==> src/rtl/alu_issue.sv <==
// alu_issue: two-entry in-order issue buffer that decodes ALUOp/funct into a 3-bit ALU code at push.
// Optional feature: define ALU_ISSUE_MUL_EN to accept funct 011000 as a legal multiply (code 100).
module alu_issue #(
  parameter int WIDTH = 32,
  parameter int DEPTH = 2
) (
  input  logic             clk_i,
  input  logic             rst_i,
  input  logic             in_valid_i,
  output logic             in_ready_o,
  input  logic [1:0]       ALUOp_i,
  input  logic [5:0]       funct_i,
  input  logic [WIDTH-1:0] data1_i,
  input  logic [WIDTH-1:0] data2_i,
  output logic             out_valid_o,
  input  logic             out_ready_i,
  output logic [WIDTH-1:0] data1_o,
  output logic [WIDTH-1:0] data2_o,
  output logic [2:0]       ALUControl_o,
  output logic             illegal_o,
  output logic [7:0]       illegal_cnt_o
);

  localparam logic [1:0] FULL_OCC = 2'(DEPTH);

  // Result packs {illegal_flag, alu_code}.
  function automatic logic [3:0] decode_op(input logic [1:0] alu_op, input logic [5:0] funct);
    logic [3:0] res;
    res = 4'b0_000;
    case (alu_op)
      2'b00: res = 4'b0_010;
      2'b01: res = 4'b0_110;
      2'b11: res = 4'b0_001;
      2'b10: begin
        case (funct)
          6'b100000: res = 4'b0_010;
          6'b100010: res = 4'b0_110;
          6'b100100: res = 4'b0_000;
          6'b100101: res = 4'b0_001;
          6'b101010: res = 4'b0_111;
`ifdef ALU_ISSUE_MUL_EN
          6'b011000: res = 4'b0_100;
`else
          6'b011000: res = 4'b1_000;
`endif
          default:   res = 4'b1_000;
        endcase
      end
      default: res = 4'b0_000;
    endcase
    return res;
  endfunction

  logic [WIDTH-1:0] d1_q   [DEPTH];
  logic [WIDTH-1:0] d1_d   [DEPTH];
  logic [WIDTH-1:0] d2_q   [DEPTH];
  logic [WIDTH-1:0] d2_d   [DEPTH];
  logic [2:0]       ctrl_q [DEPTH];
  logic [2:0]       ctrl_d [DEPTH];
  logic             ill_q  [DEPTH];
  logic             ill_d  [DEPTH];
  logic             head_q, head_d;
  logic             tail_q, tail_d;
  logic [1:0]       occ_q, occ_d;
  logic [7:0]       cnt_q, cnt_d;
  logic [3:0]       dec_s;
  logic             push_s;
  logic             pop_s;

  // rst_i term keeps ready low during reset even though occupancy is already 0.
  assign in_ready_o    = rst_i && (occ_q < FULL_OCC);
  assign out_valid_o   = (occ_q != 2'd0);
  assign push_s        = in_valid_i && in_ready_o;
  assign pop_s         = out_valid_o && out_ready_i;
  assign data1_o       = out_valid_o ? d1_q[head_q]   : {WIDTH{1'b0}};
  assign data2_o       = out_valid_o ? d2_q[head_q]   : {WIDTH{1'b0}};
  assign ALUControl_o  = out_valid_o ? ctrl_q[head_q] : 3'b000;
  assign illegal_o     = out_valid_o ? ill_q[head_q]  : 1'b0;
  assign illegal_cnt_o = cnt_q;

  // Next-state: write tail on push, advance head on pop, track occupancy and illegal count.
  always_comb begin
    d1_d   = d1_q;
    d2_d   = d2_q;
    ctrl_d = ctrl_q;
    ill_d  = ill_q;
    head_d = head_q;
    tail_d = tail_q;
    occ_d  = occ_q;
    cnt_d  = cnt_q;
    dec_s  = decode_op(ALUOp_i, funct_i);
    if (push_s) begin
      d1_d[tail_q]   = data1_i;
      d2_d[tail_q]   = data2_i;
      ctrl_d[tail_q] = dec_s[2:0];
      ill_d[tail_q]  = dec_s[3];
      tail_d         = ~tail_q;
      if (dec_s[3] && (cnt_q != 8'hFF)) begin
        cnt_d = cnt_q + 8'd1;
      end else begin
        cnt_d = cnt_q;
      end
    end else begin
      tail_d = tail_q;
    end
    if (pop_s) begin
      head_d = ~head_q;
    end else begin
      head_d = head_q;
    end
    case ({push_s, pop_s})
      2'b10:   occ_d = occ_q + 2'd1;
      2'b01:   occ_d = occ_q - 2'd1;
      default: occ_d = occ_q;
    endcase
  end

  // State registers; reset discards any buffered entries.
  always_ff @(posedge clk_i or negedge rst_i) begin
    if (!rst_i) begin
      for (int i = 0; i < DEPTH; i++) begin
        d1_q[i]   <= {WIDTH{1'b0}};
        d2_q[i]   <= {WIDTH{1'b0}};
        ctrl_q[i] <= 3'b000;
        ill_q[i]  <= 1'b0;
      end
      head_q <= 1'b0;
      tail_q <= 1'b0;
      occ_q  <= 2'd0;
      cnt_q  <= 8'd0;
    end else begin
      d1_q   <= d1_d;
      d2_q   <= d2_d;
      ctrl_q <= ctrl_d;
      ill_q  <= ill_d;
      head_q <= head_d;
      tail_q <= tail_d;
      occ_q  <= occ_d;
      cnt_q  <= cnt_d;
    end
  end

endmodule

==> config.mk <==
export PLATFORM = sky130hd
export DESIGN_NAME = alu_issue
export DESIGN_NICKNAME = d
export VERILOG_FILES = /design/src/rtl/alu_issue.sv
export SDC_FILE = /design/constraint.sdc
export NUM_CORES = 1
export LEC_CHECK = 0
export ABC_CLOCK_PERIOD_IN_PS = 2500
export BUFFER_PORTS_ARGS = -buffer_cell sky130_fd_sc_hd__buf_2
export CORE_MARGIN = 10
export CORE_UTILIZATION = 30
export CTS_BUF_LIST = sky130_fd_sc_hd__clkbuf_16
export DETAILED_ROUTE_END_ITERATION = 8
export HOLD_SLACK_MARGIN = 0.06
export PLACE_DENSITY = 0.47
export SLEW_MARGIN = 15
export SYNTH_ARGS = -nofsm -noshare
export SYNTH_HDL_FRONTEND = slang
export SYNTH_SLANG_ARGS = --single-unit
==> constraint.sdc <==
create_clock -name clk_i -period 2.5 [get_ports clk_i]
set_input_delay 0.5 -clock clk_i [delete_from_list [all_inputs] [get_ports clk_i]]
set_output_delay 0.5 -clock clk_i [all_outputs]
set_load 0.01 [all_outputs]
==> qor.csv <==
stage;metric;value;unit
synth;most common cell in the netlist;nand2_1;
die;Starting Density;30.61;%
final_layout;Nets;878;
global_routing;GRT Total Usage;12.80;%
timing;min Tclk post-route;2.380;ns
route;wire per inst;16.41;µm
cts;clock root buffer master;clkbuf_16;
global_routing;initial antenna violation count;0;
worst_setup_path;Critical Path Max Stage Delay;0.67;ns
synth;Mapped Cells;649;
power_and_ir_drop;Clock power frac;22.4;%
cts;H-Tree Depth;4;
worst_setup_path;Crit path arrival time;1.88;ns
synth;Async S/R FF share, synth;100.0;%
die;I/O pin count;154;
power_and_ir_drop;P_leak;0.004465;µW
die;Die ar.;28720;µm²
route;Routed Antenna Nets;0;
synth;area leader, netlist;dfrtp_1;
synth;main area contributors after synthesis;dfrtp_1, nand2_1, mux2i_1;
cts;CTS tree;done;
global_routing;largest net degree at the start of global routing;149;
worst_setup_path;Worst setup SP type;register;
timing;# setup viols final;0;
synth;Avg Cell Area, Syn;10.33;µm²
timing;Rel. slew slack;46.08;%
worst_setup_path;delay-heaviest family, CP;flip-flops;
final_layout;area of the multi-input gates;2865;µm²
power_and_ir_drop;Reg power frac;37.5;%
synth;top post-synthesis cells by count;nand2_1, dfrtp_1, nor2_1;
die;die height;169.5;µm
place;placed insts;1061;
die;Site Rows;54;
power_and_ir_drop;Comb power frac;40.2;%
power_and_ir_drop;Net Sw Power;4094;µW
timing;sum of negative setup slack;0;ns
final_layout;FF+latch area;3707;µm²
final_layout;synthesis-to-layout area growth;26.21;%
worst_setup_path;WP buf/inv;2;
synth;post-synthesis cell area;6701;µm²
global_routing;global-route wire length before repair;29390;µm
power_and_ir_drop;internal power;7028;µW
synth;Yosys top cell area share;55.27;%
cts;CTS buffer count;17;
timing;slew at the pin closest to its max-slew limit;0.8088;ns
route;drt via density;4.522;
synth;Seq/Total Area, Yosys;55.27;%
worst_setup_path;maximum fanout along the worst path;16;
power_and_ir_drop;PwrDens;1315;nW/µm²
timing;Slew Viols, Final;0;
hold_path;Hold Path Class;in2async;
die;CORE AREA;21890;µm²
worst_setup_path;Worst EP required;2.00;ns
timing;Fin Clk Skew;0.01100;ns
power_and_ir_drop;VDD IR max;0.4636;mV
cts;CTS Sinks;148;
synth;Post-synth EDFFs;0;
flow_run;max_cap viols;0;
worst_setup_path;Worst setup EP type;primary output;
final_layout;# diodes;0;
cts;# Post-CTS Setup Buffers;0;
timing;final period utilization;95.18;%
synth;Ys Warns;0;
timing;RSZ-0062 raised after global routing;false;
synth;post-synth cell types;33;
place;IO buf count;153;
synth;#FFs+latches synth;148;
synth;syn nets;727;
worst_setup_path;crit path cell chain;buf_4 -> mux2i_1 -> nor2_1 -> buf_2;
synth;Synth Flop Type;dfrtp_1;
route;DRC Markers;0;
cts;post-CTS sizing;0;
power_and_ir_drop;Overall Power;11120;µW
cts;# hold bufs at CTS;0;
worst_setup_path;Worst Setup Path Type;reg2out;
timing;Final Hold Fails;0;
die;Die W;169.5;µm
final_layout;fraction of layout cells with a size suffix above 1;31.40;%
power_and_ir_drop;switching portion of total power;36.81;%
worst_setup_path;Slowest cell on crit path;dfrtp_4;
place;Final Wtd Congestion;0.7285;
cts;Clock transition at path regs;0.06;ns
timing;fmax;0.4202;GHz
final_layout;Non-Filler Instances;1092;
route;DR vias;4938;
route;DR pass1 iterations;4;
final_layout;Layout fillers;2264;
place;placed wire-length estimate;12140;µm
global_routing;vias in the first global route;5336;
route;final wirelength;17920;µm
cts;clk buf depth;2;
cts;worst skew pair latency;0.42;ns
route;Initial DRC Count;251;
outcome;status;finished clean;
global_routing;total gr overflow;0;
-- layout by cell type, fill, tap and decap left out, types with 2 or more instances in the layout --
master / count
clkinv_4: 2
inv_1: 2
clkinvlp_4: 4
nor2_4: 2
clkinv_2: 3
xnor2_1: 2
buf_2: 152
nand3_1: 4
bufinv_16: 2
o31ai_1: 2
o21ai_0: 3
buf_12: 6
o21ai_1: 3
nor4_2: 3
dfrtp_1: 147
mux2i_1: 69
mux2_1: 18
nor2b_1: 3
clkinv_1: 2
clkbuf_16: 17
nand2b_1: 2
nor2_1: 73
buf_4: 9
xor2_1: 9
ha_1: 2
nand2_1: 205
nor3_1: 2
mux2_2: 47
-- metal layers --
layer  vias to the layer above  routed length [µm]  track usage (%)
li1                       2426                   -                -
met1                      2411                8479            16.35
met2                        91                8526            20.62
met3                        10                 747            3.543
met4                         0                 167            3.940
met5                         -                   0                0
-- flip-flops by register name, summed over array words and instances, names as in the netlist --
| name | cells |
|---|---|
| occ_q | 2 |
| d2_q | 64 |
| tail_q | 1 |
| ill_q | 2 |
| ctrl_q | 6 |
| head_q | 1 |
| d1_q | 64 |
| illegal_cnt_o | 8 |
-- logic make-up (layout without fill, tap and decap cells) --
kind of cell             after synthesis  after routing  share of synthesized area [%]
buffers and inverters                 39            202                          2.352
AND/OR/NAND/NOR                      303            303                          18.22
AO/OA/AOI/OAI                         12             12                          1.120
adder cells (fa/ha/maj)                2              2                         0.3734
flip-flops                           148            148                          55.27
multiplexers                         134            134                          21.23
XOR/XNOR                              11             11                          1.438
-- power groups by stage --
| stage | Clock [µW] | Sequential [µW] | Combinational (µW) |
|---|---|---|---|
| 2_1_floorplan | 0 | 3970 | 2970 |
| 5_1_grt | 2670 | 4340 | 5040 |
| 4_1_cts | 2560 | 4190 | 4610 |
| 3_3_place_gp | 0 | 4220 | 4570 |
| 6_report | 2490 | 4170 | 4470 |
| 3_5_place_dp | 0 | 4230 | 4590 |
-- final cells by class --
| cell class | instances | area share (%) |
|---|---|---|
| Inverter | 3 | 0.1331 |
| Timing Repair Buffer | 168 | 11.35 |
| Multi-Input combinational cell | 462 | 33.88 |
| Clock inverter | 14 | 1.642 |
| Clock buffer | 17 | 5.030 |
| Tap cell | 280 | 4.142 |
| Sequential cell | 148 | 43.83 |
-- worst paths after layout --
path,start,endpoint,slack (ns),depth (start not counted)
hold reg to reg,d1_q[58]$_DFFE_PN0P_,d1_q[58]$_DFFE_PN0P_,0.47,2
setup reg to reg,occ_q[1]$_DFFE_PN0P_,illegal_cnt_o[1]$_DFFE_PN0P_,0.60,5
setup / recovery,head_q$_DFFE_PN0P_,data1_o[4],0.12,4
min in group clk_i,data2_i[15],d2_q[47]$_DFFE_PN0P_,0.29,3
hold / removal,rst_i,d1_q[15]$_DFFE_PN0P_,0.26,2
max in group asynchronous,rst_i,head_q$_DFFE_PN0P_,1.61,2
-- through the flow --
stage / util (%) / cell area, µm² / hold slack, ns / setup WS (ns)
after floorplan: - / 6701 / 0.2044 / 0.6590
after detailed placement: 36.06 / 7894 / 0.4618 / 0.4576
after CTS: 38.64 / 8458 / 0.2634 / 0.05884
after global placement: 36.06 / 7894 / 0.4569 / 0.4865
after global routing: 38.64 / 8458 / 0.2744 / 0.01217
final: 38.64 / 8458 / 0.2567 / 0.1204
No activity file was read; power rests on OpenSTA's default activity.
